[config.mk]
export PLATFORM = sky130hd
export DESIGN_NAME = mc_ctrl
export DESIGN_NICKNAME = d
export VERILOG_FILES = /design/src/rtl/mips_ctrl_pkg.sv /design/src/rtl/instr_dec.sv /design/src/rtl/mc_ctrl.sv
export SDC_FILE = /design/constraint.sdc
export NUM_CORES = 1
export LEC_CHECK = 0
export CAP_MARGIN = 20
export CORE_MARGIN = 2
export CORE_UTILIZATION = 40
export CTS_CLUSTER_SIZE = 25
export DETAILED_ROUTE_END_ITERATION = 10
export GPL_TIMING_DRIVEN = 0
export PLACE_DENSITY = 0.88
export SYNTH_ARGS = -nofsm -noshare
export SYNTH_HDL_FRONTEND = slang
export SYNTH_SLANG_ARGS = --single-unit
[constraint.sdc]
create_clock -name clk -period 1.7 [get_ports clk]
set_input_delay 0.255 -clock clk [delete_from_list [all_inputs] [get_ports clk]]
set_output_delay 0.255 -clock clk [all_outputs]
set_load 0.005 [all_outputs]
[src/rtl/mips_ctrl_pkg.sv]
// rtl/mips_ctrl_pkg.sv - shared encodings for the multi-cycle MIPS control FSM
// Holds opcode/funct values, FSM state codes, ALU operation codes and the
// instruction-class enum used by instr_dec and mc_ctrl. No ports.
package mips_ctrl_pkg;

  localparam logic [5:0] OP_RTYPE = 6'b000000;
  localparam logic [5:0] OP_ORI   = 6'b001101;
  localparam logic [5:0] OP_ADDI  = 6'b001000;
  localparam logic [5:0] OP_LW    = 6'b100011;
  localparam logic [5:0] OP_SW    = 6'b101011;
  localparam logic [5:0] OP_BEQ   = 6'b000100;
  localparam logic [5:0] OP_J     = 6'b000010;

  localparam logic [5:0] FN_ADDU  = 6'b100001;
  localparam logic [5:0] FN_SUBU  = 6'b100011;
  localparam logic [5:0] FN_SLT   = 6'b101010;

  localparam logic [1:0] ALU_ADD  = 2'b00;
  localparam logic [1:0] ALU_SUB  = 2'b01;
  localparam logic [1:0] ALU_OR   = 2'b10;
  localparam logic [1:0] ALU_ADDI = 2'b11;

  typedef enum logic [3:0] {
    FETCH   = 4'd0,
    DECODE  = 4'd1,
    EXE_R   = 4'd2,
    EXE_I   = 4'd3,
    MEM_ADR = 4'd4,
    MEM_RD  = 4'd5,
    MEM_WR  = 4'd6,
    WB      = 4'd7,
    BRANCH  = 4'd8,
    JUMP    = 4'd9
  } state_t;

  // R_ADDU must stay at code 0: reset clears the class register to 0.
  typedef enum logic [3:0] {
    R_ADDU = 4'd0,
    R_SUBU = 4'd1,
    R_SLT  = 4'd2,
    I_ORI  = 4'd3,
    I_ADDI = 4'd4,
    LW     = 4'd5,
    SW     = 4'd6,
    BEQ    = 4'd7,
    J      = 4'd8,
    BAD    = 4'd9
  } instr_cls_t;

endpackage

[src/rtl/instr_dec.sv]
// rtl/instr_dec.sv - combinational op/funct to instruction-class decoder
// Ports:
//   op    in  6  IR[31:26]
//   funct in  6  IR[5:0], only meaningful for R-type
//   cls   out    decoded instruction class, BAD for anything unsupported
module instr_dec
  import mips_ctrl_pkg::*;
(
  input  logic [5:0] op,
  input  logic [5:0] funct,
  output instr_cls_t cls
);

  always_comb begin
    cls = BAD;
    case (op)
      OP_RTYPE: begin
        case (funct)
          FN_ADDU: cls = R_ADDU;
          FN_SUBU: cls = R_SUBU;
          FN_SLT:  cls = R_SLT;
          default: cls = BAD;
        endcase
      end
      OP_ORI:  cls = I_ORI;
      OP_ADDI: cls = I_ADDI;
      OP_LW:   cls = LW;
      OP_SW:   cls = SW;
      OP_BEQ:  cls = BEQ;
      OP_J:    cls = J;
      default: cls = BAD;
    endcase
  end

endmodule

[src/rtl/mc_ctrl.sv]
// rtl/mc_ctrl.sv - multi-cycle MIPS control FSM (fetch/decode/execute/mem/wb)
// Ports:
//   clk, reset          clock and synchronous active-high reset
//   op, funct           latched instruction fields from IR
//   zero, overflow      ALU flags, sampled when leaving BRANCH / EXE_I
//   pc_wr, pc_src       PC write enable and next-PC select
//   ir_wr               IR write enable
//   alu_src_a/b, ext_op ALU operand selects and immediate extension mode
//   alu_ctr             ALU operation
//   reg_wr, reg_dst     register write enable and destination select
//   wd_src              register write-data select
//   dm_wr               data memory write enable
//   ovf_trap, illegal   one-cycle event pulses
//   state               current FSM state for debug
module mc_ctrl
  import mips_ctrl_pkg::*;
(
  input  logic       clk,
  input  logic       reset,
  input  logic [5:0] op,
  input  logic [5:0] funct,
  input  logic       zero,
  input  logic       overflow,
  output logic       pc_wr,
  output logic [1:0] pc_src,
  output logic       ir_wr,
  output logic       alu_src_a,
  output logic [1:0] alu_src_b,
  output logic       ext_op,
  output logic [1:0] alu_ctr,
  output logic       reg_wr,
  output logic       reg_dst,
  output logic [1:0] wd_src,
  output logic       dm_wr,
  output logic       ovf_trap,
  output logic       illegal,
  output logic [3:0] state
);

  state_t     state_q, state_nx;
  instr_cls_t cls_q, dec_cls;
  logic       ovf_q;

  instr_dec u_instr_dec (
    .op    (op),
    .funct (funct),
    .cls   (dec_cls)
  );

  assign state = state_q;

  always_ff @(posedge clk) begin
    if (reset) begin
      state_q <= FETCH;
      cls_q   <= R_ADDU;
      ovf_q   <= 1'b0;
    end else begin
      state_q <= state_nx;
      if (state_q == DECODE) begin
        cls_q <= dec_cls;
      end
      // Overflow only matters for addi; everything else clears or keeps it.
      if (state_q == FETCH) begin
        ovf_q <= 1'b0;
      end else if (state_q == EXE_I) begin
        ovf_q <= overflow & (cls_q == I_ADDI);
      end
    end
  end

  always_comb begin
    state_nx  = FETCH;
    pc_wr     = 1'b0;
    pc_src    = 2'b00;
    ir_wr     = 1'b0;
    alu_src_a = 1'b0;
    alu_src_b = 2'b00;
    ext_op    = 1'b0;
    alu_ctr   = ALU_ADD;
    reg_wr    = 1'b0;
    reg_dst   = 1'b0;
    wd_src    = 2'b00;
    dm_wr     = 1'b0;
    ovf_trap  = 1'b0;
    illegal   = 1'b0;

    case (state_q)
      FETCH: begin
        pc_wr     = 1'b1;
        ir_wr     = 1'b1;
        alu_src_b = 2'b01;
        state_nx  = DECODE;
      end
      DECODE: begin
        // Branch target is precomputed here while the class is decoded.
        alu_src_b = 2'b11;
        ext_op    = 1'b1;
        case (dec_cls)
          R_ADDU, R_SUBU, R_SLT: state_nx = EXE_R;
          I_ORI, I_ADDI:         state_nx = EXE_I;
          LW, SW:                state_nx = MEM_ADR;
          BEQ:                   state_nx = BRANCH;
          J:                     state_nx = JUMP;
          default: begin
            illegal  = 1'b1;
            state_nx = FETCH;
          end
        endcase
      end
      EXE_R: begin
        alu_src_a = 1'b1;
        alu_ctr   = (cls_q == R_ADDU) ? ALU_ADD : ALU_SUB;
        state_nx  = WB;
      end
      EXE_I: begin
        alu_src_a = 1'b1;
        alu_src_b = 2'b10;
        if (cls_q == I_ORI) begin
          alu_ctr = ALU_OR;
        end else begin
          ext_op  = 1'b1;
          alu_ctr = ALU_ADDI;
        end
        state_nx = WB;
      end
      MEM_ADR: begin
        alu_src_a = 1'b1;
        alu_src_b = 2'b10;
        ext_op    = 1'b1;
        state_nx  = (cls_q == SW) ? MEM_WR : MEM_RD;
      end
      MEM_RD: state_nx = WB;
      MEM_WR: dm_wr = 1'b1;
      WB: begin
        reg_wr   = ~ovf_q;
        ovf_trap = ovf_q;
        reg_dst  = (cls_q == R_ADDU) || (cls_q == R_SUBU) || (cls_q == R_SLT);
        if (cls_q == R_SLT) begin
          wd_src = 2'b10;
        end else if (cls_q == LW) begin
          wd_src = 2'b01;
        end
      end
      BRANCH: begin
        alu_src_a = 1'b1;
        alu_ctr   = ALU_SUB;
        pc_src    = 2'b01;
        pc_wr     = zero;
      end
      JUMP: begin
        pc_src = 2'b10;
        pc_wr  = 1'b1;
      end
      default: state_nx = FETCH;
    endcase

    // Reset masks every enable and pulse even though the state reads FETCH.
    if (reset) begin
      pc_wr    = 1'b0;
      ir_wr    = 1'b0;
      reg_wr   = 1'b0;
      dm_wr    = 1'b0;
      ovf_trap = 1'b0;
      illegal  = 1'b0;
    end
  end

endmodule
=== Word-level counts from Yosys, hierarchy flattened ===
Index checks and enable logic that the tools add are counted.

* Word-level logic and storage cells: 83
* Register bits: 9

* Muxes and demuxes: 30
* Eq/ne operators: 32
* Bitwise logic cells: 2
* Reduce and logical (&&, ||, !) cells: 16

{| class="wikitable"
|+ Operators by type and width
! cell !! count
|-
| == test 4 x 3 -> 1 bit, second input constant || 11
|-
| == test 6 bit, second input constant || 5
|-
| case mux 4 bit (7 select lines) || 1
|-
| == test 4 x 2 -> 1 bit, second input constant || 6
|-
| case mux 4 bit (5 select lines) || 1
|-
| two-way mux 1 bit || 18
|-
| case mux 4 bit (4 select lines) || 1
|-
| == test 4 x 1 -> 1 bit, second input constant || 3
|-
| == test 4 bit, second input constant || 3
|-
| == test 6 x 4 -> 1 bit, second input constant || 2
|-
| logical NOT 4 bit || 3
|-
| case mux 2 bit (3 select lines) || 2
|-
| case mux 4 bit (3 select lines) || 1
|-
| OR reduction 2 bit || 6
|-
| OR reduction 9 bit || 1
|-
| == test 6 x 2 -> 1 bit, second input constant || 1
|-
| == test 6 x 3 -> 1 bit, second input constant || 1
|-
| logical NOT 6 bit || 1
|-
| two-way mux 2 bit || 3
|-
| OR reduction 3 bit || 2
|-
| case mux 1 bit (2 select lines) || 2
|-
| case mux 2 bit (2 select lines) || 1
|-
| OR reduction 4 bit || 1
|-
| logical OR 1 bit || 2
|-
| 2 further kinds || 2
|}

=== Longest topological paths before layout ===
Gate-level depths: netlist (run 1).

* Depth after elaboration: 8
* Depth in mapped cells: 7

=== Modules after synthesis ===
Synthesis (run 1) repeated with hierarchy kept, for this count alone.

* Cells, all modules: 123
* Area, all modules: 932.1 µm²

{| class="wikitable"
|+ Modules (own cells, without submodules)
! module !! times used !! sequential area each (µm²) !! area an instance (µm²) !! cells an instance
|-
| mc_ctrl || 1 || 180.2 || 700.7 || 91
|-
| instr_dec || 1 || 0.0 || 231.5 || 32
|}

=== Worst setup path before layout (run 1) ===
Ideal clock, no wire load.

* Path type: reg-to-reg
* From: register state_q[1], in the netlist state[1]
* To: register state_q[1], in the netlist state[1]
* Clock period less this slack: 1709 ps
* Stages on the path, launching flop included: 7
* Setup slack: -9 ps
* Arrival: 1640 ps
* Path through: dfxtp_1 -> buf_6 -> nand2b_4 -> or3_1 -> clkbuf_2 -> or4_1 -> a21oi_1

* Cells in the longest elaborated chain, start to end: 3
* Elaborated cells on any way between the ends: 8
* Those cells by class: eq/ne (5); mux (1); reduce/logical (2)

{| class="wikitable"
|+ Ends and longest elaborated chain
! element !! line !! text
|-
| start, declared || mc_ctrl.sv:40 || <nowiki>state_t state_q, state_nx;</nowiki>
|-
| start signal, assigned || mc_ctrl.sv:58 || <nowiki>state_q <= state_nx;</nowiki>
|-
| == test 4 x 2 -> 1 bit / == test 4 x 3 -> 1 bit (equally long branches) || mc_ctrl.sv:87 || <nowiki>case (state_q)</nowiki>
|-
| OR reduction 3 bit (no line) || n/a ||
|-
| case mux 4 bit (4 select lines) (*) || mc_ctrl.sv:87 ||
|}

Mark *: on every way between the ends. The rest lies on a longest branch, timed or not.
A chain may end at the register's enable or synchronous reset.

=== Final worst setup path (run 1) ===
* From: input port op[3]
* To: output port illegal

* Cells in the longest elaborated chain, start to end: 7
* Elaborated cells on any way between the ends: 21
* Those cells by class: eq/ne (14); mux (4); reduce/logical (3)

{| class="wikitable"
|+ Ends and longest elaborated chain
! element !! line !! text
|-
| start, declared || mc_ctrl.sv:20 || <nowiki>input logic [5:0] op,</nowiki>
|-
| == test 6 x 2 -> 1 bit (tied with other cells) || instr_dec.sv:16 || <nowiki>case (op)</nowiki>
|-
| case mux 4 bit (7 select lines) (*) || instr_dec.sv:16 ||
|-
| == test 4 bit (tied with other cells) || mc_ctrl.sv:98 || <nowiki>case (dec_cls)</nowiki>
|-
| OR reduction 9 bit (no line) (*) || n/a ||
|-
| two-way mux 1 bit (*) || mc_ctrl.sv:98 ||
|-
| two-way mux 1 bit (*) || mc_ctrl.sv:87 ||
|-
| two-way mux 1 bit (*) || mc_ctrl.sv:158 || <nowiki>if (reset) begin</nowiki>
|-
| end, declared || mc_ctrl.sv:36 || <nowiki>output logic illegal,</nowiki>
|}

Marked as above.

==> results of run 1 <==
worst register-to-register path: stages, from the launching register on:
cell and delay, ns:
dfxtp_4 0.38, buf_6 0.10, nand2b_4 0.07, or3_4 0.39
or4_4 0.54, a21oi_2 0.12
synth_stat cells (4+ instances only):
cell type / number
clkbuf_1: 6
nor2b_1: 7
nor3_1: 11
xnor2_1: 4
o21ai_0: 9
nor2_1: 17
buf_2: 4
nand2b_1: 5
a21oi_1: 10
dfxtp_1: 9
nand2_1: 11
nor3b_1: 5
report_power, final:
| group | leakage (uW) | internal [uW] | switching (uW) |
|---|---|---|---|
| logic | 0.000655 | 256 | 221 |
| clock network | 0.0000150 | 90.4 | 73.5 |
| registers | 0.0000779 | 229 | 28.2 |
| total | 0.000748 | 576 | 323 |
cell usage in the layout (no fill, tap or decap), types with 2 or more instances in the layout:
master           count
clkdlybuf4s15_1      3
o21ai_1              2
clkdlybuf4s50_1      6
nor3_2               4
nand4_1              3
nand2b_1             5
nor3_1               7
o21a_1               3
nor2_1              11
a2bb2oi_1            2
buf_2                6
a21oi_1              9
o21ai_0              5
nand2_1             11
nor2b_1              6
dfxtp_2              4
inv_1                2
nor2_4               4
dlygate4sd2_1       16
nor3b_2              2
clkbuf_4             3
nand3b_1             2
nor3b_1              2
buf_4               25
xnor2_1              4
buf_6                6
nor4_2               2
dfxtp_4              4
clkbuf_8             5
clkbuf_2             5
nor2_2               2
or3_4                2
layout make-up:
cell class                 count  area [um^2]  share of cell area
inverter                       2         7.51             0.00403
multi-input combinational    124          955               0.513
tap                           30         37.5              0.0202
sequential                     9          200               0.108
clock buffer                   4         26.3              0.0141
buffer                        11          138              0.0740
timing repair buffer          62          497               0.267
sequential cells by signal, summed over array words and instances (netlist names):
register and flops:
cls_q 4, ovf_q 1, state 4
routing by layer:
| metal | vias to the layer above | wire, um | GRT usage |
|---|---|---|---|
| li1 | 671 | - | - |
| met1 | 638 | 1470 | 0.259 |
| met5 | - | 0 | 0 |
| met3 | 4 | 162 | 0.0191 |
| met4 | 0 | 48 | 0.0917 |
| met2 | 63 | 2100 | 0.520 |
logic make-up after synthesis:
kind of cell,synth area share
xor gates and xnor gates,0.0344
muxes,0.00983
buffers and inverters,0.0762
and+or+nand+nor,0.467
adders and majority gates,0.0111
DFF,0.177
AOI/OAI and AO/OA,0.225
through the flow:
stage	cells	power [uW]	util	worst slack [ns]
final	242	898	0.758	-0.123
after global routing	242	949	0.758	-0.182
after CTS	240	851	0.736	-0.242
after detailed placement	213	604	0.573	-0.876
after global placement	213	592	0.573	-0.847
after floorplan	148	452	-	0.00734
timing repair:
item,CTS,global route
buffers inserted,29,6
setup endpoints to repair,22,15
resized for setup,106,34
endpoints found under the hold margin,0,0
hold buffers,0,0
pin swaps,18,18
how the worst max path moves through the flow:
stage / start / to / slack, ns / cells past startpoint
after global placement: op[3] / illegal / -0.85 / 8
after global routing: op[3] / illegal / -0.18 / 8
after CTS: op[3] / illegal / -0.24 / 8
after floorplan: state[1]$_SDFF_PP0_ / state[1]$_SDFF_PP0_ / 0.007 / 6
final: op[3] / illegal / -0.12 / 8
after detailed placement: op[3] / illegal / -0.88 / 8
==> results by group, run 1 <==
Timing
  – Setup repair after global routing missed its margin: true
  – Fin Setup TNS: -0.154 ns
  – Slew HR: 0.789
  – Final Cycle Share: 1.07
  – Fmax: 549 MHz
  – Min Hold Slack: 0.437 ns
  – Final WS setup: -0.123 ns
  – Pin slew with the least headroom to its limit: 0.312 ns
  – Setup violation total in the final timing report: 2
  – Fin. Hold Viols: 0
  – Max Slew Vio Count: 0
  – Crit path time final: 1.82 ns
  – Clock Skew: 0.000912 ns

Detailed routing
  – Drt wl/cell: 15.6 um
  – Avg Vias per Cell: 5.69
  – Final ANT Viol Nets: 0
  – Starting DRC count in detailed routing: 20
  – WL final: 3780 um
  – Pre-antenna DRT Iters: 4
  – Vias post-DR: 1376
  – Number of remaining DRC errors: 0

Die
  – # rows: 18
  – Die height: 54.5 um
  – DIE WIDTH: 54.5 um
  – Core ar.: 2450 um^2
  – IO Count: 37
  – Die footprint: 2970 um^2
  – Starting Density: 0.415

Power and ir drop
  – Pwr per Cell Area: 483 nW/um^2
  – Worst vdd ir: 0.353 mV
  – Leak Pwr: 0.000748 uW

Global routing
  – First-pass GRT wire length: 5570 um
  – Initial antenna violation count: 0
  – Largest net degree at the start of global routing: 12
  – Total GRT Usage: 0.253
  – Global route overflow: 0
  – Vias in the first global route: 1346

Finish
  – Area delta synth->final: 82.7%
  – Final Cell Area: 1860 um^2
  – Antenna cells: 0
  – Share of cells above drive strength 1: 0.439
  – Final #Nets: 229
  – Fill count: 183

Min path
  – Hold Path Class: in -> reg
  – Hold Path End: cls_q[3]$_SDFFE_PP0P_
  – Hold path depth: 4
  – Hold Crit Start: op[2]

Logic synthesis
  – Share of the synthesized area in the top cell type: 0.177
  – Mapped Area: 1020 um^2
  – Syn Inst Count: 148
  – Unique masters post-synth: 45
  – Sequential area share after synthesis: 0.177
  – #FFs+latches synth: 9
  – Number of flops mapped to enable cells by yosys: 0
  – Net Count, Synth: 164
  – Primary FF master, synth: dfxtp_1
  – Async set-reset flop share out of synthesis: 0
  – Synthesized area per cell: 6.88 um^2
  – Synth Warn #: 0
  – Dominant cell type by area after synthesis: dfxtp_1
  – Top cells by area, synth: dfxtp_1, nor2_1, nor3_1, a21oi_1, o21ai_0

Placed design
  – Dpl cell area: 1410 um^2
  – GP Congestion: 0.818
  – Port buffer count: 35
  – Dpl hpwl: 2150 um

Flow run
  – Max-cap viol count: 0

Clock network
  – TritonCTS buffer count: 3
  – Clk slew on worst S/H paths: 0.06 ns
  – Max clock buf depth: 2
  – TritonCTS Sinks: 9
  – TritonCTS clock tree: yes
  – CTS root buffer: clkbuf_4
  – Clk_lat worst skew: 0.26 ns
  – H-tree depth: 1

Critical path
  – Worst path top cell family by delay: simple AND/OR/NAND/NOR gates
  – CP endpoint kind: primary output
  – Reg-to-Reg End: state[1]$_SDFF_PP0_
  – FF-to-FF setup slack: 0.04 ns
  – Kind of critical path: in -> out
  – R2r worst-path depth: 5
  – Crit-path max cell delay: 0.38 ns
  – Top cell by count, worst path: buf_6
  – CP Buf/Inv Count: 3
  – Reg2Reg Launch Point: state[0]$_SDFF_PP0_
  – CP Data Arrival Time: 1.57 ns
  – Worst Setup Start Kind: input port
  – Worst-path cell chain: buf_6, buf_6, or3_4, nor4_4, and2_4, nor2_4, nor2_2, buf_2
  – Worst Path Required: 1.44 ns
  – Slowest CP cell: or3_4
  – Worst Path Max Fanout: 2

Status
  – Failing checks: negative setup slack
  – Outcome: finished with violations
Power figures use the tool's default switching activity.
==> run 2: changes to the inputs <==
--- a/config.mk
+++ b/config.mk
@@ -12,6 +12,7 @@
 export DETAILED_ROUTE_END_ITERATION = 10
 export GPL_TIMING_DRIVEN = 0
 export PLACE_DENSITY = 0.88
+export SKIP_CTS_REPAIR_TIMING = 1
 export SYNTH_ARGS = -nofsm -noshare
 export SYNTH_HDL_FRONTEND = slang
 export SYNTH_SLANG_ARGS = --single-unit
==> run 2 against run 1 <==
The run still ends with negative setup slack left. Core utilization down 2.2 points. Die area unchanged. Clock-buffer cell count unchanged. Combinational power down 5.5%. Non-clock buffer count down 8. Routed wire length down 1.9%. Cell count down 3.3%. Clock power about the same. Final area down 2.9%. First-iteration DRC count up 50%. Fmax down 7.9%. Via count up 1.0%. Largest power group unchanged.
==> results by group, run 2 (same netlist as run 1, synthesis figures left out) <==
Clock network
  – TritonCTS buffer count: 3 (unchanged)
  – H-tree depth: 1 (unchanged)
  – Max clock buf depth: 2 (unchanged)
  – CTS root buffer: clkbuf_4 (unchanged)
  – Clk_lat worst skew: 0.26 ns (about the same)
  – Clk slew on worst S/H paths: 0.06 ns (about the same)
  – TritonCTS clock tree: yes (unchanged)
  – TritonCTS Sinks: 9 (unchanged)

Critical path
  – CP endpoint kind: primary output (unchanged)
  – CP Data Arrival Time: 1.72 ns (was 1.57 ns)
  – Worst Path Required: 1.44 ns (about the same)
  – Kind of critical path: in -> out (unchanged)
  – Worst Path Max Fanout: 10 (was 2)
  – Worst Setup Start Kind: input port (unchanged)

Finish
  – Area delta synth->final: 77.4% (was 82.7%)
  – Final #Nets: 221 (was 229)
  – Commonest non-fill, non-tap cell in the layout: clkdlybuf4s50_1 (was buf_4)
  – Non-filler cells, final: 234 (was 242)
  – Share of cells above drive strength 1: 0.373 (was 0.439)
  – Fin util: 0.736 (was 0.758)
  – Antenna cells: 0 (unchanged)
  – Most frequent cells in the layout: clkdlybuf4s50_1, buf_4, dlymetal6s2s_1, nor2_1 (was buf_4, dlygate4sd2_1, nand2_1, nor2_1, a21oi_1)
  – Fill count: 180 (was 183)

Placed design
  – Dpl hpwl: 2150 um (unchanged)
  – GP Congestion: 0.818 (unchanged)
  – Inst Count DP: 213 (unchanged)
  – Dpl ws: -0.876 ns (unchanged)
  – Port buffer count: 35 (unchanged)

Global routing
  – Total GRT Usage: 0.193 (was 0.253)
  – Global route overflow: 0 (unchanged)
  – Busiest grt layer: met2 (unchanged)
  – Met1 GRT Util: 0.215 (was 0.259)
  – Met2 Usage GRT: 0.373 (was 0.520)
  – Largest net degree at the start of global routing: 11 (was 12)
  – Vias in the first global route: 1066 (was 1346)
  – GRT met3 Usage: 0.0164 (was 0.0191)
  – Initial antenna violation count: 0 (unchanged)
  – First-pass GRT wire length: 4280 um (was 5570 um)

Die
  – Starting Density: 0.415 (unchanged)
  – DIE WIDTH: 54.5 um (unchanged)
  – Core ar.: 2450 um^2 (unchanged)
  – Die height: 54.5 um (unchanged)
  – # rows: 18 (unchanged)
  – Die footprint: 2970 um^2 (unchanged)
  – IO Count: 37 (unchanged)

Detailed routing
  – WL final: 3710 um (was 3780 um)
  – Pre-antenna DRT Iters: 4 (unchanged)
  – Final ANT Viol Nets: 0 (unchanged)
  – Vias post-DR: 1390 (was 1376)
  – Number of remaining DRC errors: 0 (unchanged)
  – Drt wl/cell: 15.8 um (was 15.6 um)
  – Starting DRC count in detailed routing: 30 (was 20)
  – Avg Vias per Cell: 5.94 (was 5.69)

Timing
  – Pin slew with the least headroom to its limit: 0.398 ns (was 0.312 ns)
  – Slew HR: 0.734 (was 0.789)
  – Crit path time final: 1.98 ns (was 1.82 ns)
  – Fin. Hold Viols: 0 (unchanged)
  – Fmax: 505 MHz (was 549 MHz)
  – Final Cycle Share: 1.16 (was 1.07)
  – Max Slew Vio Count: 0 (unchanged)
  – Setup repair after global routing missed its margin: true (unchanged)
  – Setup violation total in the final timing report: 5 (was 2)
  – Clock Skew: 0.00907 ns (was 0.000912 ns)
  – Final WS setup: -0.278 ns (was -0.123 ns)

Power and ir drop
  – Worst vdd ir: 0.328 mV (was 0.353 mV)
  – Pwr per Cell Area: 489 nW/um^2 (was 483 nW/um^2)
  – Pwr Total: 884 uW (was 898 uW)
  – Leak Pwr: 0.000839 uW (was 0.000748 uW)

Flow run
  – Max-cap viol count: 0 (unchanged)

Min path
  – Hold Path Class: in -> reg (unchanged)

Status
  – Outcome: finished with violations (unchanged)
  – Failing checks: negative setup slack (unchanged)
run 2: area by class of cell:
cell class / count / area, um^2 / share of cell area
tap: 30 / 37.5 / 0.0208
timing repair buffer: 53 / 504 / 0.279
buffer: 12 / 113 / 0.0623
clock buffer: 4 / 26.3 / 0.0145
sequential: 9 / 200 / 0.111
multi-input combinational: 124 / 918 / 0.508
inverter: 2 / 7.51 / 0.00416
run 2: through the flow:
stage          area [um^2]  hold WS [ns]  TNS [ns]
3_5_place_dp          1410         0.541     -7.17
2_1_floorplan         1020         0.446         0
4_1_cts               1430         0.445     -9.36
3_3_place_gp          1410         0.522     -6.43
6_report              1810         0.410    -0.893
5_1_grt               1810         0.457     -1.23
run 2: where the power goes:
group | total (uW) | switching (uW) | internal (uW)
registers | 266 | 36.1 | 230
logic | 451 | 202 | 250
clock network | 167 | 76.1 | 90.4
run 2: final timing paths:
| kind | endpoint | from | cells after the start | slack [ns] |
|---|---|---|---|---|
| worst min-delay path | state[3]$_SDFF_PP0_ | op[3] | 5 | 0.41 |
| worst min register to register | cls_q[1]$_SDFFE_PP0P_ | cls_q[1]$_SDFFE_PP0P_ | 2 | 0.54 |
| worst max register to register | state[1]$_SDFF_PP0_ | state[1]$_SDFF_PP0_ | 5 | 0.02 |
| worst max-delay path | dm_wr | reset | 4 | -0.28 |
run 2: routing by layer:
layer  vias up  routed length [um]
met5         -                   0
met4         0                  74
met3        10                 172
met2        65                2010
met1       652                1450
li1        663                   -
run 2: worst max-delay path, cell delays in order:
cell and delay (ns):
clkdlybuf4s50_1 0.49, buf_2 0.23, nor4_2 0.21, clkdlybuf4s50_1 0.53
==> run 3: changes to the inputs <==
--- a/config.mk
+++ b/config.mk
@@ -5,14 +5,16 @@
 export SDC_FILE = /design/constraint.sdc
 export NUM_CORES = 1
 export LEC_CHECK = 0
+export ABC_AREA = 1
 export CAP_MARGIN = 20
 export CORE_MARGIN = 2
-export CORE_UTILIZATION = 40
+export CORE_UTILIZATION = 37
 export CTS_CLUSTER_SIZE = 25
 export DETAILED_ROUTE_END_ITERATION = 10
 export GPL_TIMING_DRIVEN = 0
-export PLACE_DENSITY = 0.88
+export PLACE_DENSITY = 0.87
 export SKIP_CTS_REPAIR_TIMING = 1
+export SLEW_MARGIN = 10
 export SYNTH_ARGS = -nofsm -noshare
 export SYNTH_HDL_FRONTEND = slang
 export SYNTH_SLANG_ARGS = --single-unit
==> run 3 against run 2 <==
The run still ends with negative setup slack left. Register-to-register slack improved by 0.28 ns. Critical path depth increased by 2. First-iteration DRC count up 50%. Critical path type is now reg -> out. Worst hold slack worse by 0.047 ns.
==> results by group, run 3 <==
Global routing
  – Initial antenna violation count: 0 (unchanged)
  – Global route overflow: 0 (unchanged)
  – Total GRT Usage: 0.183 (was 0.193)
  – First-pass GRT wire length: 3740 um (was 4280 um)
  – Vias in the first global route: 955 (was 1066)
  – Largest net degree at the start of global routing: 11 (unchanged)

Timing
  – Pin slew with the least headroom to its limit: 0.291 ns (was 0.398 ns)
  – Final Cycle Share: 1.12 (was 1.16)
  – Final WS setup: -0.197 ns (was -0.278 ns)
  – Clock Skew: 0.00735 ns (was 0.00907 ns)
  – Fmax: 527 MHz (was 505 MHz)
  – Setup repair after global routing missed its margin: true (unchanged)
  – Fin. Hold Viols: 0 (unchanged)
  – Slew HR: 0.806 (was 0.734)
  – Crit path time final: 1.90 ns (was 1.98 ns)
  – Max Slew Vio Count: 0 (unchanged)
  – Setup violation total in the final timing report: 3 (was 5)

Placed design
  – Dpl ws: -0.551 ns (was -0.876 ns)
  – Port buffer count: 36 (was 35)
  – GP Congestion: 0.949 (was 0.818)
  – Dpl hpwl: 1860 um (was 2150 um)

Logic synthesis
  – Top cells by area, synth: dfxtp_1, nor2_1, inv_1, nand3_1, nand2_1 (was dfxtp_1, nor2_1, nor3_1, a21oi_1, o21ai_0)
  – #FFs+latches synth: 9 (unchanged)
  – Number of flops mapped to enable cells by yosys: 0 (unchanged)
  – Share of the synthesized area in the top cell type: 0.216 (was 0.177)
  – Dominant cell type by area after synthesis: dfxtp_1 (unchanged)
  – Sequential area share after synthesis: 0.216 (was 0.177)
  – Count leader, synth: nor2_1 (unchanged)
  – Synthesized area per cell: 5.65 um^2 (was 6.88 um^2)
  – Post-synth top cells: nor2_1, inv_1, nand2_1, nand3_1, dfxtp_1 (was nor2_1, nand2_1, nor3_1, a21oi_1)
  – Net Count, Synth: 164 (unchanged)
  – Unique masters post-synth: 22 (was 45)
  – Syn Inst Count: 148 (unchanged)
  – Mapped Area: 836 um^2 (was 1020 um^2)
  – Primary FF master, synth: dfxtp_1 (unchanged)
  – Async set-reset flop share out of synthesis: 0 (unchanged)
  – Synth Warn #: 0 (unchanged)

Critical path
  – Kind of critical path: reg -> out (was in -> out)
  – Worst Path Required: 1.44 ns (about the same)
  – CP endpoint kind: primary output (unchanged)
  – Worst Path Max Fanout: 7 (was 10)
  – Worst Setup Start Kind: register (was input port)
  – CP Data Arrival Time: 1.64 ns (was 1.72 ns)

Power and ir drop
  – Leak Pwr: 0.000881 uW (was 0.000839 uW)
  – Combinational share of power: 0.484 (was 0.510)
  – Worst vdd ir: 0.369 mV (was 0.328 mV)
  – Clock power share: 0.194 (was 0.188)
  – Reg power frac: 0.322 (was 0.301)
  – Psw: 325 uW (was 314 uW)
  – Pwr per Cell Area: 587 nW/um^2 (was 489 nW/um^2)
  – Cell internal pwr: 531 uW (was 570 uW)
  – Sw Ratio: 0.380 (was 0.355)
  – Pwr Total: 856 uW (was 884 uW)

Finish
  – Fill count: 179 (was 180)
  – Final #Nets: 216 (was 221)
  – Share of cells above drive strength 1: 0.251 (was 0.373)
  – Area delta synth->final: 74.6% (was 77.4%)
  – Fin util: 0.672 (was 0.736)
  – Antenna cells: 0 (unchanged)
  – Most frequent cells in the layout: inv_1, nor2_1, nand2_1, dlymetal6s2s_1, nand3_1 (was clkdlybuf4s50_1, buf_4, dlymetal6s2s_1, nor2_1)

Die
  – IO Count: 37 (unchanged)
  – Die height: 51.5 um (was 54.5 um)
  – Starting Density: 0.385 (was 0.415)
  – DIE WIDTH: 51.5 um (was 54.5 um)
  – Core ar.: 2170 um^2 (was 2450 um^2)
  – Die footprint: 2660 um^2 (was 2970 um^2)
  – # rows: 17 (was 18)

Clock network
  – H-tree depth: 1 (unchanged)
  – TritonCTS Sinks: 9 (unchanged)
  – TritonCTS buffer count: 3 (unchanged)
  – TritonCTS clock tree: yes (unchanged)
  – Clk slew on worst S/H paths: 0.05 ns (was 0.06 ns)
  – CTS root buffer: clkbuf_4 (unchanged)
  – Max clock buf depth: 2 (unchanged)
  – Clk_lat worst skew: 0.27 ns (was 0.26 ns)

Min path
  – Hold Path Class: in -> reg (unchanged)

Detailed routing
  – Pre-antenna DRT Iters: 4 (unchanged)
  – Number of remaining DRC errors: 0 (unchanged)
  – Vias post-DR: 1174 (was 1390)
  – WL final: 2720 um (was 3710 um)
  – Avg Vias per Cell: 5.17 (was 5.94)
  – Starting DRC count in detailed routing: 45 (was 30)
  – Final ANT Viol Nets: 0 (unchanged)
  – Drt wl/cell: 12.0 um (was 15.8 um)

Flow run
  – Max-cap viol count: 0 (unchanged)

Status
  – Failing checks: negative setup slack (unchanged)
  – Outcome: finished with violations (unchanged)
-- run 3: changes by cell type after synthesis, moves of 6 or more --
| cell | before | now |
|---|---|---|
| inv_1 | 2 | 27 |
| nor2_1 | 17 | 32 |
| nor2b_1 | 7 | 0 |
| nor2_2 | 0 | 7 |
| nor3_1 | 11 | 1 |
| nand3_1 | 2 | 18 |
| clkbuf_1 | 6 | 0 |
| nand2_1 | 11 | 22 |
-- run 3: stage by stage --
step | cell area, um^2 | cells | TNS (ns) | hold slack [ns]
2_1_floorplan | 836 | 148 | 0 | 0.324
3_3_place_gp | 1230 | 212 | -1.14 | 0.508
3_5_place_dp | 1230 | 212 | -1.37 | 0.541
4_1_cts | 1260 | 216 | -4.63 | 0.558
5_1_grt | 1460 | 227 | -0.748 | 0.402
6_report | 1460 | 227 | -0.476 | 0.363
-- run 3: final timing paths --
kind,startpoint,endpoint,slack (ns),cells past startpoint
max reg2reg,state[0]$_SDFF_PP0_,state[1]$_SDFF_PP0_,0.30,9
min,reset,state[1]$_SDFF_PP0_,0.36,2
max,state[1]$_SDFF_PP0_,alu_ctr[0],-0.20,6
min reg2reg,cls_q[2]$_SDFFE_PP0P_,cls_q[2]$_SDFFE_PP0P_,0.55,2
-- run 3: final cells by class --
| type | count | area [um^2] | area share |
|---|---|---|---|
| clock buffers | 4 | 26.3 | 0.0180 |
| inverters | 29 | 111 | 0.0763 |
| multi-input cells | 110 | 611 | 0.419 |
| flip-flops and latches | 9 | 190 | 0.130 |
| well taps | 28 | 35.0 | 0.0240 |
| repair buffers | 47 | 485 | 0.333 |
-- run 3: worst max-delay path, stage by stage, from the launching register on --
cell	delay, ns
dfxtp_4	0.37
nor2_2	0.15
inv_2	0.06
nor2_2	0.14
inv_1	0.08
nand3_1	0.09
clkdlybuf4s50_1	0.49
-- run 3: layer usage --
| layer | global-route usage | wire length, um | up-vias |
|---|---|---|---|
| met5 | 0 | 0 | - |
| met4 | 0.0921 | 87 | 0 |
| met3 | 0.00862 | 157 | 11 |
| met2 | 0.346 | 1450 | 61 |
| met1 | 0.205 | 1030 | 523 |
| li1 | - | - | 579 |
-- run 3: cell families after synthesis --
kind of cell | Yosys count | synth area share
buffers and inverters | 29 | 0.130
AO/OA/AOI/OAI | 17 | 0.112
AND/OR/NAND/NOR | 93 | 0.542
flip-flops | 9 | 0.216
-- run 3: power groups by stage --
stage / clock network (uW) / registers [uW] / logic, uW
5_1_grt: 178 / 278 / 449
6_report: 166 / 276 / 414
3_3_place_gp: 0 / 269 / 334
3_5_place_dp: 0 / 270 / 340
4_1_cts: 165 / 266 / 341
2_1_floorplan: 0 / 265 / 183
